`src/rtl/fpu_dispatch_if.sv`:
```
// Unit-side bus bundle: operand, op and result AXI-Stream channels for a bank
// of floating-point operator units. Unit u occupies bit u of each valid/ready
// vector and slice [u*W +: W] of each data bus.
interface fpu_dispatch_if #(
  parameter int unsigned NUM_UNITS = 7,
  parameter int unsigned DATA_W    = 32,
  parameter int unsigned OP_W      = 8
);
  logic [NUM_UNITS*DATA_W-1:0] u_a_tdata;
  logic [NUM_UNITS-1:0]        u_a_tvalid;
  logic [NUM_UNITS-1:0]        u_a_tready;
  logic [NUM_UNITS*DATA_W-1:0] u_b_tdata;
  logic [NUM_UNITS-1:0]        u_b_tvalid;
  logic [NUM_UNITS-1:0]        u_b_tready;
  logic [NUM_UNITS*OP_W-1:0]   u_op_tdata;
  logic [NUM_UNITS-1:0]        u_op_tvalid;
  logic [NUM_UNITS-1:0]        u_op_tready;
  logic [NUM_UNITS*DATA_W-1:0] u_r_tdata;
  logic [NUM_UNITS-1:0]        u_r_tvalid;
  logic [NUM_UNITS-1:0]        u_r_tready;

  // Dispatcher side.
  modport master (
    output u_a_tdata, u_a_tvalid, u_b_tdata, u_b_tvalid,
    output u_op_tdata, u_op_tvalid, u_r_tready,
    input  u_a_tready, u_b_tready, u_op_tready, u_r_tdata, u_r_tvalid
  );

  // Operator-unit side.
  modport slave (
    input  u_a_tdata, u_a_tvalid, u_b_tdata, u_b_tvalid,
    input  u_op_tdata, u_op_tvalid, u_r_tready,
    output u_a_tready, u_b_tready, u_op_tready, u_r_tdata, u_r_tvalid
  );
endinterface

```
`src/rtl/fpu_dispatch.sv`:
```
// Single-issue dispatcher from the execute stage to a bank of AXI-Stream FP
// operator units. Accepts one request, issues operands (and op where the unit
// has one) with independent per-channel handshakes, waits for the result and
// reports it with a one-cycle done pulse. A watchdog aborts stuck units.
module fpu_dispatch #(
  parameter int unsigned          NUM_UNITS   = 7,
  parameter int unsigned          DATA_W      = 32,
  parameter int unsigned          OP_W        = 8,
  parameter logic [NUM_UNITS-1:0] OP_MASK     = 7'b0001001,
  parameter int unsigned          TIMEOUT_CYC = 1023,
  localparam int unsigned         UW          = (NUM_UNITS > 1) ? $clog2(NUM_UNITS) : 1,
  localparam int unsigned         CW          = $clog2(TIMEOUT_CYC + 1)
) (
  input  logic              CLK,
  input  logic              RST_N,
  input  logic              req_valid,
  input  logic [UW-1:0]     req_unit,
  input  logic [DATA_W-1:0] req_a,
  input  logic [DATA_W-1:0] req_b,
  input  logic [OP_W-1:0]   req_op,
  input  logic              stall,
  output logic              req_ready,
  output logic              busy,
  output logic              done,
  output logic [DATA_W-1:0] result,
  output logic [1:0]        err,
  fpu_dispatch_if.master    u
);

  localparam logic [1:0] StIdle  = 2'd0;
  localparam logic [1:0] StIssue = 2'd1;
  localparam logic [1:0] StWait  = 2'd2;
  localparam logic [1:0] StDone  = 2'd3;

  localparam logic [1:0] ErrOk      = 2'b00;
  localparam logic [1:0] ErrTimeout = 2'b01;
  localparam logic [1:0] ErrIllegal = 2'b10;

  logic [1:0]        state_q, state_d;
  logic [UW-1:0]     unit_q, unit_d;
  logic [DATA_W-1:0] a_q, a_d;
  logic [DATA_W-1:0] b_q, b_d;
  logic [OP_W-1:0]   op_q, op_d;
  logic              a_done_q, a_done_d;
  logic              b_done_q, b_done_d;
  logic              op_done_q, op_done_d;
  logic [CW-1:0]     cnt_q, cnt_d;
  logic [DATA_W-1:0] result_q, result_d;
  logic [1:0]        err_q, err_d;

  logic              req_legal;
  logic              req_has_op;
  logic              sel_a_rdy, sel_b_rdy, sel_op_rdy, sel_r_vld;
  logic [DATA_W-1:0] sel_r_data;
  logic              a_fire, b_fire, op_fire, r_fire;
  logic              timeout;

  assign req_ready = (state_q == StIdle) && !stall;
  assign busy      = (state_q != StIdle);
  assign done      = (state_q == StDone);
  assign result    = result_q;
  assign err       = err_q;

  assign req_legal = (32'(req_unit) < NUM_UNITS);
  // Counter value is cycles spent busy minus one, so this edge is the TIMEOUT_CYC-th.
  assign timeout   = (cnt_q == CW'(TIMEOUT_CYC - 1));

  // Look up the op-channel capability of the requested unit and mux the
  // latched unit's ready/result signals.
  always_comb begin
    req_has_op = 1'b0;
    sel_a_rdy  = 1'b0;
    sel_b_rdy  = 1'b0;
    sel_op_rdy = 1'b0;
    sel_r_vld  = 1'b0;
    sel_r_data = '0;
    for (int unsigned i = 0; i < NUM_UNITS; i++) begin
      if (req_unit == UW'(i)) begin
        req_has_op = OP_MASK[i];
      end
      if (unit_q == UW'(i)) begin
        sel_a_rdy  = u.u_a_tready[i];
        sel_b_rdy  = u.u_b_tready[i];
        sel_op_rdy = u.u_op_tready[i];
        sel_r_vld  = u.u_r_tvalid[i];
        sel_r_data = u.u_r_tdata[i*DATA_W +: DATA_W];
      end
    end
  end

  assign a_fire  = (state_q == StIssue) && !a_done_q  && sel_a_rdy;
  assign b_fire  = (state_q == StIssue) && !b_done_q  && sel_b_rdy;
  assign op_fire = (state_q == StIssue) && !op_done_q && sel_op_rdy;
  assign r_fire  = (state_q == StWait)  && sel_r_vld;

  // Next-state logic for the dispatch FSM, channel tracking and watchdog.
  always_comb begin
    state_d   = state_q;
    unit_d    = unit_q;
    a_d       = a_q;
    b_d       = b_q;
    op_d      = op_q;
    a_done_d  = a_done_q;
    b_done_d  = b_done_q;
    op_done_d = op_done_q;
    cnt_d     = cnt_q;
    result_d  = result_q;
    err_d     = err_q;
    unique case (state_q)
      StIdle: begin
        if (req_valid && req_ready) begin
          unit_d    = req_unit;
          a_d       = req_a;
          b_d       = req_b;
          op_d      = req_op;
          cnt_d     = '0;
          a_done_d  = 1'b0;
          b_done_d  = 1'b0;
          // Units without an op port have nothing to send on that channel.
          op_done_d = !req_has_op;
          if (!req_legal) begin
            result_d = '0;
            err_d    = ErrIllegal;
            state_d  = StDone;
          end else begin
            state_d  = StIssue;
          end
        end
      end
      StIssue: begin
        cnt_d = cnt_q + 1'b1;
        if (a_fire)  a_done_d  = 1'b1;
        if (b_fire)  b_done_d  = 1'b1;
        if (op_fire) op_done_d = 1'b1;
        if (timeout) begin
          result_d = '0;
          err_d    = ErrTimeout;
          state_d  = StDone;
        end else if ((a_done_q || a_fire) && (b_done_q || b_fire) &&
                     (op_done_q || op_fire)) begin
          state_d = StWait;
        end
      end
      StWait: begin
        cnt_d = cnt_q + 1'b1;
        // A result arriving on the watchdog edge still wins.
        if (r_fire) begin
          result_d = sel_r_data;
          err_d    = ErrOk;
          state_d  = StDone;
        end else if (timeout) begin
          result_d = '0;
          err_d    = ErrTimeout;
          state_d  = StDone;
        end
      end
      StDone: begin
        state_d = StIdle;
      end
      default: begin
        state_d = StIdle;
      end
    endcase
  end

  // Drive only the latched unit's channels; everything else stays at zero.
  always_comb begin
    u.u_a_tdata   = '0;
    u.u_a_tvalid  = '0;
    u.u_b_tdata   = '0;
    u.u_b_tvalid  = '0;
    u.u_op_tdata  = '0;
    u.u_op_tvalid = '0;
    u.u_r_tready  = '0;
    for (int unsigned i = 0; i < NUM_UNITS; i++) begin
      if (unit_q == UW'(i)) begin
        if (state_q == StIssue) begin
          u.u_a_tdata[i*DATA_W +: DATA_W] = a_q;
          u.u_b_tdata[i*DATA_W +: DATA_W] = b_q;
          u.u_a_tvalid[i]                 = !a_done_q;
          u.u_b_tvalid[i]                 = !b_done_q;
          if (OP_MASK[i]) begin
            u.u_op_tdata[i*OP_W +: OP_W] = op_q;
            u.u_op_tvalid[i]             = !op_done_q;
          end
        end
        if (state_q == StWait) begin
          u.u_r_tready[i] = 1'b1;
        end
      end
    end
  end

  // State registers with synchronous active-low reset.
  always_ff @(posedge CLK) begin
    if (!RST_N) begin
      state_q   <= StIdle;
      unit_q    <= '0;
      a_q       <= '0;
      b_q       <= '0;
      op_q      <= '0;
      a_done_q  <= 1'b0;
      b_done_q  <= 1'b0;
      op_done_q <= 1'b0;
      cnt_q     <= '0;
      result_q  <= '0;
      err_q     <= ErrOk;
    end else begin
      state_q   <= state_d;
      unit_q    <= unit_d;
      a_q       <= a_d;
      b_q       <= b_d;
      op_q      <= op_d;
      a_done_q  <= a_done_d;
      b_done_q  <= b_done_d;
      op_done_q <= op_done_d;
      cnt_q     <= cnt_d;
      result_q  <= result_d;
      err_q     <= err_d;
    end
  end

endmodule

```
`src/flat_wrapper.sv`:
```
// flat-port wrapper written by rule: the top's interface ports become plain ports
module fpu_dispatch_flat 
#(
  parameter int unsigned          NUM_UNITS   = 7,
  parameter int unsigned          DATA_W      = 32,
  parameter int unsigned          OP_W        = 8,
  parameter logic [NUM_UNITS-1:0] OP_MASK     = 7'b0001001,
  parameter int unsigned          TIMEOUT_CYC = 1023,
  localparam int unsigned         UW          = (NUM_UNITS > 1) ? $clog2(NUM_UNITS) : 1,
  localparam int unsigned         CW          = $clog2(TIMEOUT_CYC + 1)
)
  (CLK, RST_N, req_valid, req_unit, req_a, req_b, req_op, stall, req_ready, busy, done, result, err, u_u_a_tdata, u_u_a_tvalid, u_u_b_tdata, u_u_b_tvalid, u_u_op_tdata, u_u_op_tvalid, u_u_r_tready, u_u_a_tready, u_u_b_tready, u_u_op_tready, u_u_r_tdata, u_u_r_tvalid);
  fpu_dispatch_if #(.NUM_UNITS(NUM_UNITS), .DATA_W(DATA_W), .OP_W(OP_W)) u_i ();
  input  logic CLK;
  input  logic RST_N;
  input  logic req_valid;
  input  logic [UW-1:0] req_unit;
  input  logic [DATA_W-1:0] req_a;
  input  logic [DATA_W-1:0] req_b;
  input  logic [OP_W-1:0] req_op;
  input  logic stall;
  output logic req_ready;
  output logic busy;
  output logic done;
  output logic [DATA_W-1:0] result;
  output logic [1:0] err;
  output wire logic [$bits(u_i.u_a_tdata)-1:0] u_u_a_tdata;
  output wire logic [$bits(u_i.u_a_tvalid)-1:0] u_u_a_tvalid;
  output wire logic [$bits(u_i.u_b_tdata)-1:0] u_u_b_tdata;
  output wire logic [$bits(u_i.u_b_tvalid)-1:0] u_u_b_tvalid;
  output wire logic [$bits(u_i.u_op_tdata)-1:0] u_u_op_tdata;
  output wire logic [$bits(u_i.u_op_tvalid)-1:0] u_u_op_tvalid;
  output wire logic [$bits(u_i.u_r_tready)-1:0] u_u_r_tready;
  input wire logic [$bits(u_i.u_a_tready)-1:0] u_u_a_tready;
  input wire logic [$bits(u_i.u_b_tready)-1:0] u_u_b_tready;
  input wire logic [$bits(u_i.u_op_tready)-1:0] u_u_op_tready;
  input wire logic [$bits(u_i.u_r_tdata)-1:0] u_u_r_tdata;
  input wire logic [$bits(u_i.u_r_tvalid)-1:0] u_u_r_tvalid;
  assign u_u_a_tdata = u_i.u_a_tdata;
  assign u_u_a_tvalid = u_i.u_a_tvalid;
  assign u_u_b_tdata = u_i.u_b_tdata;
  assign u_u_b_tvalid = u_i.u_b_tvalid;
  assign u_u_op_tdata = u_i.u_op_tdata;
  assign u_u_op_tvalid = u_i.u_op_tvalid;
  assign u_u_r_tready = u_i.u_r_tready;
  assign u_i.u_a_tready = u_u_a_tready;
  assign u_i.u_b_tready = u_u_b_tready;
  assign u_i.u_op_tready = u_u_op_tready;
  assign u_i.u_r_tdata = u_u_r_tdata;
  assign u_i.u_r_tvalid = u_u_r_tvalid;
  fpu_dispatch #(.NUM_UNITS(NUM_UNITS), .DATA_W(DATA_W), .OP_W(OP_W), .OP_MASK(OP_MASK), .TIMEOUT_CYC(TIMEOUT_CYC)) u_core (.CLK(CLK), .RST_N(RST_N), .req_valid(req_valid), .req_unit(req_unit), .req_a(req_a), .req_b(req_b), .req_op(req_op), .stall(stall), .req_ready(req_ready), .busy(busy), .done(done), .result(result), .err(err), .u(u_i));
endmodule
```
`config.mk`:
```
export PLATFORM = sky130hd
export DESIGN_NAME = fpu_dispatch_flat
export DESIGN_NICKNAME = d
export VERILOG_FILES = /design/src/rtl/fpu_dispatch_if.sv /design/src/rtl/fpu_dispatch.sv /design/src/flat_wrapper.sv
export SDC_FILE = /design/constraint.sdc
export NUM_CORES = 1
export LEC_CHECK = 0
export CAP_MARGIN = 20
export CORE_AREA = 2 2 352 354
export CTS_CLUSTER_DIAMETER = 80
export DETAILED_ROUTE_END_ITERATION = 8
export DIE_AREA = 0 0 354 356
export HOLD_SLACK_MARGIN = 0.15
export PLACE_DENSITY = 0.31
export SLEW_MARGIN = 10
export SYNTH_ARGS = -nofsm -noshare
export SYNTH_HDL_FRONTEND = slang
export SYNTH_SLANG_ARGS = --single-unit
```
`constraint.sdc`:
```
create_clock -name CLK -period 3.1 [get_ports CLK]
set_input_delay 0.62 -clock CLK [delete_from_list [all_inputs] [get_ports CLK]]
set_output_delay 0.62 -clock CLK [all_outputs]
set_load 0.02 [all_outputs]
```
==> key figures, run 1 <==
Synth
  • Warnings, synthesis: 0
  • Sequential area share after synthesis: 25.72%
  • Synth top area cells: dfxtp_1 26%, nor2_1 19%, nand2_1 11%
  • Number of synthesized register bits: 124
  • Top_reg_cell synth: dfxtp_1
  • Synth Instances: 1,430
  • Post-synth EDFFs: 0
  • Ys async rst share: 0%
  • Post-Syn Area: 9652 µm²
  • Yosys cell types: 55
  • Syn_area_per_cell: 6.749 µm²
  • Share of the synthesized area in the top cell type: 25.72%
  • Synth area leader: dfxtp_1

Worst hold path
  • Min-delay src: u_core.a_q[17]$_SDFFE_PN0P_
  • Hold WC Path Type: reg2reg
  • Hold depth: 2
  • Worst hold endpoint: u_core.a_q[17]$_SDFFE_PN0P_

Global route
  • Overall routing resource usage: 12.86%
  • Initial antenna violation count: 22
  • GRT met2 Usage: 23.02%
  • Global-route wire length before repair: 112,400 µm
  • Largest net degree at the start of global routing: 79
  • Global routing's busiest layer: met2
  • Number of global-route vias before repair: 13.26k
  • Grt ovf: 0
  • M3 GR Usage: 4.010%
  • Met1 Use GR: 14.81%

CTS
  • Total clock sinks: 124
  • Clock tree buffer depth: 2
  • Clk slew on worst S/H paths: 0.07 ns
  • Inserted Clock Buffers: 17
  • CTS tree: done
  • CTS Hold Bufs: 0
  • Worst-Skew Late Latency: 0.49 ns
  • Htree depth: 4
  • Root buf cell: clkbuf_16

Cells and area
  • Share of cells above drive strength 1: 9.579%
  • Commonest non-fill, non-tap cell in the layout: nor2_1
  • Fillers: 14.01k
  • Fin area: 20,930 µm²
  • Layout area overhead: 116.9%
  • # nets final: 2,579
  • Most frequent cells in the layout: 489 x nor2_1, 466 x clkdlybuf4s50_1, 304 x dlygate4sd2_1

Pwr
  • P per Cell Area: 348.8 nW/µm²
  • Leakage: 9.496 nW
  • VDD IR max: 0.4486 mV
  • Switch Pwr: 3.057 mW
  • Clock power share: 31.5%
  • Cell-internal power: 4.243 mW
  • Comb power frac: 43.3%
  • Switch share: 41.87%
  • Reg power frac: 25.2%

Setup path
  • R2r worst-path depth: 8
  • Kind of start point of the critical path: flip-flop
  • Crit path DAT: 2.42 ns
  • R2r setup slk: 0.42 ns
  • Delay-heaviest family, CP: buffers and inverters
  • Crit path max fanout: 57
  • CP endpoint kind: output pin
  • WP buf/inv: 2
  • R2R Path Start: u_core.unit_q[1]$_SDFFE_PN0P_
  • Worst Path Class, Setup: reg2out
  • Worst path required time: 2.48 ns
  • RR Endpoint: u_core.state_q[1]$_SDFFE_PN0P_
  • Crit-path slowest cell: clkdlybuf4s50_1
  • Crit path cell chain: nor2_2, nand2_4, buf_12, nor2_1, clkdlybuf4s50_1
  • CP max stage delay: 0.66 ns

STA
  • Max-slew violations: 0
  • Slew HR: 55.29%
  • RSZ-0062 raised after global routing: true
  • Worst-Margin Slew: 0.6520 ns
  • Setup ws final: 0.05985 ns
  • Final Hold Fails: 0
  • Period utilization: 98.07%
  • Peak Freq: 0.3289 GHz
  • Final setup fails: 0
  • Worst hold slack: 0.4645 ns
  • Fin Clk Skew: 0.01503 ns
  • Minimum clock period: 3.040 ns

Placement
  • Setup Slack @ Placement: 0.2064 ns
  • Global placer's final weighted congestion: 0.7571
  • Dpl hpwl: 66,330 µm
  • # port buffers: 854
  • Placed Area: 20,330 µm²

Die
  • Core footprint: 122,700 µm²
  • Row count: 129
  • IO Pins: 900
  • Die Ht: 356 µm
  • Initial core utilization: 7.868%
  • Area of the die: 126,000 µm²
  • Die width: 354 µm

Drt
  • Starting DRT DRC Count: 798
  • DR pass1 iterations: 5
  • Post-Route WL: 84,260 µm
  • DRC: 0
  • Total number of vias: 12.94k
  • Routed Antenna Nets: 0
  • WL per Instance: 21.62 µm
  • Routed vias/inst: 3.321

Status
  • Outcome: finished, final reports clean

Flow run
  • Max-Cap Viols: 0
cell usage after synthesis (all sizes together) (5+ instances only):
cell type,count
nor2,490
nand2,272
dfxtp,124
buf,86
clkbuf,84
a21boi,78
o21ai,45
mux2i,38
o211ai,33
mux4,32
o2bb2ai,32
and3,16
inv,15
a21oi,10
nand3,9
xor2,7
ha,6
nand4,6
and2,5
nor2b,5
nor3,5
layout make-up:
cell class              instances  area, µm²  share of cell area [%]
repair buffers                919       9107                   43.51
inverters                      15      67.56                  0.3228
flip-flops and latches        124       2495                   11.92
diodes                          5      12.51                 0.05978
well taps                    1637       2048                   9.786
clock inverters                13      178.9                  0.8549
multi-input cells            1165       6578                   31.43
clock buffers                  19      442.9                   2.116
sequential cells by signal (all words and copies together), names as in the netlist:
register,cells
u_core.cnt_q,10
u_core.state_q,2
u_core.op_q,8
u_core.err,2
u_core.op_done_q,1
u_core.a_q,32
u_core.b_done_q,1
u_core.b_q,32
u_core.a_done_q,1
u_core.result,32
u_core.unit_q,3
metal layers:
metal  vias up  wire (µm)
met5         -         88
met4        14       1237
met3        58       5674
met2       528      42960
met1      6119      34300
li1       6224          -
power by group through the flow:
| stage | registers, mW | logic, mW | clock network (mW) |
|---|---|---|---|
| after floorplan | 1.83 | 1.49 | 0 |
| after global placement | 1.87 | 3.28 | 0 |
| after detailed placement | 1.87 | 3.26 | 0 |
| after CTS | 1.84 | 3.30 | 2.45 |
| after global routing | 1.86 | 3.46 | 2.49 |
| final | 1.84 | 3.16 | 2.30 |
timing repair:
action                     in CTS  in global routing
buffers inserted                3                  0
setup endpoints to repair     470                113
gates resized for setup       337                 88
logic make-up (layout without fill, tap and decap cells):
logic type | count (synthesis) | after routing | synth area share [%]
AOI/OAI and AO/OA | 217 | 217 | 18.19
muxes | 71 | 71 | 11.52
and+or+nand+nor | 817 | 817 | 33.25
buffers and inverters | 185 | 966 | 9.684
DFF | 124 | 124 | 25.72
other | 1 | 50 | 0.03885
adders and majority gates | 6 | 6 | 0.7778
xor gates and xnor gates | 9 | 9 | 0.8167
worst register-to-register path, delay by kind of cell (launching register included):
kind                   cells  cell delay (ns)
multiplexers               2             0.54
flip-flops                 1             0.51
AO/OA/AOI/OAI              3             0.52
buffers and inverters      1             0.41
AND/OR/NAND/NOR            2             0.62
stage by stage:
| step | setup TNS, ns | cells | utilization, % | total power [mW] |
|---|---|---|---|---|
| global route | -0.9810 | 3895 | 17.06 | 7.800 |
| global placement | 0 | 3857 | 16.57 | 5.145 |
| detailed placement | 0 | 3857 | 16.57 | 5.125 |
| CTS | -0.06879 | 3892 | 16.87 | 7.598 |
| floorplan | 0 | 1474 | - | 3.317 |
| finish | 0 | 3897 | 17.06 | 7.300 |
how the worst max path moves through the flow:
stage | from | end | slack (ns) | cells after the start
CTS | u_core.unit_q[1]$_SDFFE_PN0P_ | u_u_b_tdata[19] | -0.02 | 5
floorplan | u_core.unit_q[1]$_SDFFE_PN0P_ | u_u_b_tdata[65] | 0.58 | 7
global placement | stall | u_core.result[2]$_SDFFE_PN0P_ | 0.20 | 9
global route | u_core.state_q[1]$_SDFFE_PN0P_ | u_u_b_tdata[87] | -0.06 | 6
finish | u_core.unit_q[2]$_SDFFE_PN0P_ | u_u_b_tdata[83] | 0.06 | 5
detailed placement | stall | u_core.result[0]$_SDFFE_PN0P_ | 0.21 | 9
Power figures use the tool's default switching activity.
==> run 2: changes to the inputs <==
PLACE_DENSITY = default   (was 0.31)
PLACE_DENSITY_LB_ADDON = 0.12   (was default)
SKIP_CTS_REPAIR_TIMING = 1   (was default)
clock period = 3 ns   (was 3.1 ns; I/O delays follow)
==> key figures, run 2 (synthesized netlist as in run 1, its figures left out) <==
Status
  • Outcome: finished, final reports clean (unchanged)

Cells and area
  • Layout area overhead: 133.8% (was 116.9%)
  • FF/Latch Area: 2496 µm² (was 2495 µm²)
  • Fillers: 13.82k (was 14.01k)
  • Most frequent cells in the layout: 489 x nor2_1, 470 x dlymetal6s2s_1, 368 x clkdlybuf4s50_1 (was 489 x nor2_1, 466 x clkdlybuf4s50_1, 304 x dlygate4sd2_1)
  • Commonest non-fill, non-tap cell in the layout: nor2_1 (unchanged)
  • Post-layout util: 18.40% (was 17.06%)
  • Multi-input logic area: 6705 µm² (was 6578 µm²)
  • # nets final: 2,595 (was 2,579)
  • Share of cells above drive strength 1: 12.02% (was 9.579%)

Die
  • Die Ht: 356 µm (unchanged)
  • Row count: 129 (unchanged)
  • Die width: 354 µm (unchanged)
  • Initial core utilization: 7.868% (unchanged)
  • Area of the die: 126,000 µm² (unchanged)
  • IO Pins: 900 (unchanged)
  • Core footprint: 122,700 µm² (unchanged)

CTS
  • Clock tree buffer depth: 2 (unchanged)
  • Inserted Clock Buffers: 17 (unchanged)
  • Clk slew on worst S/H paths: 0.07 ns (about the same)
  • Total clock sinks: 124 (unchanged)
  • Htree depth: 4 (unchanged)
  • CTS tree: done (unchanged)
  • Worst-Skew Late Latency: 0.50 ns (was 0.49 ns)
  • Root buf cell: clkbuf_16 (unchanged)

Pwr
  • Comb power frac: 45.2% (was 43.3%)
  • Pwr Total: 7.581 mW (was 7.300 mW)
  • VDD IR max: 0.4376 mV (was 0.4486 mV)
  • P per Cell Area: 335.9 nW/µm² (was 348.8 nW/µm²)
  • Reg power frac: 25.1% (was 25.2%)
  • Cell-internal power: 4.367 mW (was 4.243 mW)
  • Switch Pwr: 3.214 mW (was 3.057 mW)
  • Leakage: 15.53 nW (was 9.496 nW)
  • Clock power share: 29.7% (was 31.5%)
  • Switch share: 42.39% (was 41.87%)

Drt
  • Routed vias/inst: 3.402 (was 3.321)
  • Starting DRT DRC Count: 579 (was 798)
  • WL per Instance: 22.07 µm (was 21.62 µm)
  • DRC: 0 (unchanged)
  • Post-Route WL: 86,330 µm (was 84,260 µm)
  • DR pass1 iterations: 5 (unchanged)
  • Total number of vias: 13.30k (was 12.94k)
  • Routed Antenna Nets: 0 (unchanged)

Setup path
  • Kind of start point of the critical path: flip-flop (unchanged)
  • Worst path required time: 2.40 ns (was 2.48 ns)
  • CP endpoint kind: output pin (unchanged)
  • Worst Path Class, Setup: reg2out (unchanged)
  • Crit path DAT: 2.35 ns (was 2.42 ns)
  • Crit path max fanout: 23 (was 57)

Placement
  • # port buffers: 854 (unchanged)
  • Dpl hpwl: 66,830 µm (was 66,330 µm)
  • Global placer's final weighted congestion: 0.8366 (was 0.7571)

Global route
  • Number of global-route vias before repair: 13.71k (was 13.26k)
  • Global-route wire length before repair: 112,700 µm (was 112,400 µm)
  • Largest net degree at the start of global routing: 79 (unchanged)
  • Initial antenna violation count: 29 (was 22)
  • Overall routing resource usage: 12.73% (was 12.86%)
  • Grt ovf: 0 (unchanged)

STA
  • Slew HR: 52.80% (was 55.29%)
  • Worst hold slack: 0.4656 ns (was 0.4645 ns)
  • Peak Freq: 0.3393 GHz
  • Final Hold Fails: 0 (unchanged)
  • RSZ-0062 raised after global routing: true (unchanged)
  • Minimum clock period: 2.948 ns
  • Fin Clk Skew: 0.008762 ns (was 0.01503 ns)
  • Setup_tns: 0 ns (unchanged)
  • Max-slew violations: 0 (unchanged)
  • Worst-Margin Slew: 0.7079 ns (was 0.6520 ns)
  • Final setup fails: 0 (unchanged)
  • Period utilization: 98.25%

Worst hold path
  • Hold WC Path Type: reg2reg (unchanged)

Flow run
  • Max-Cap Viols: 0 (unchanged)
run 2: per-layer routing:
| metal | track usage, % | up-vias | share of wire, % |
|---|---|---|---|
| met1 | 13.73 | 6398 | 38 |
| met4 | 2.356 | 24 | 1.2 |
| li1 | - | 6259 | - |
| met2 | 23.89 | 542 | 53 |
| met5 | 0 | - | 0.18 |
| met3 | 4.471 | 81 | 7.5 |
run 2: path summary, 6_finish.rpt:
path | start | endpoint | slack [ns] | cells past startpoint
max | u_core.state_q[1]$_SDFFE_PN0P_ | u_u_b_tdata[64] | 0.05 | 6
min | u_core.b_q[31]$_SDFFE_PN0P_ | u_core.b_q[31]$_SDFFE_PN0P_ | 0.47 | 2
max reg2reg | u_core.state_q[1]$_SDFFE_PN0P_ | u_core.result[31]$_SDFFE_PN0P_ | 0.34 | 10
min reg2reg | u_core.b_q[31]$_SDFFE_PN0P_ | u_core.b_q[31]$_SDFFE_PN0P_ | 0.47 | 2
run 2: worst max-delay path: stages (launching register included):
cell             delay [ns]
dfxtp_2                0.35
inv_1                  0.11
ha_4                   0.19
buf_16                 0.20
nand2_4                0.17
nor2_1                 0.13
clkdlybuf4s50_1        0.64
run 2: stage by stage:
stage	setup slack [ns]	instance area, µm²	cells
finish	0.05242	22570	3911
detailed placement	0.1633	20390	3862
CTS	-0.4335	20980	3894
global placement	0.1333	20390	3862
global route	-0.08780	22570	3910
floorplan	0.4970	9817	1474
run 2: cell type report:
type | instances | share of cell area (%)
clock buffers | 17 | 1.885
inverters | 15 | 0.2883
well taps | 1637 | 9.075
clock inverters | 15 | 0.7262
diodes | 3 | 0.03326
flip-flops and latches | 124 | 11.06
multi-input cells | 1166 | 29.71
repair buffers | 934 | 47.22
run 2: power by group through the flow:
stage | registers (mW) | clock network (mW) | logic (mW)
3_5_place_dp | 1.92 | 0 | 3.23
4_1_cts | 1.88 | 2.41 | 3.24
6_report | 1.90 | 2.25 | 3.43
2_1_floorplan | 1.89 | 0 | 1.54
3_3_place_gp | 1.91 | 0 | 3.22
5_1_grt | 1.92 | 2.43 | 3.76
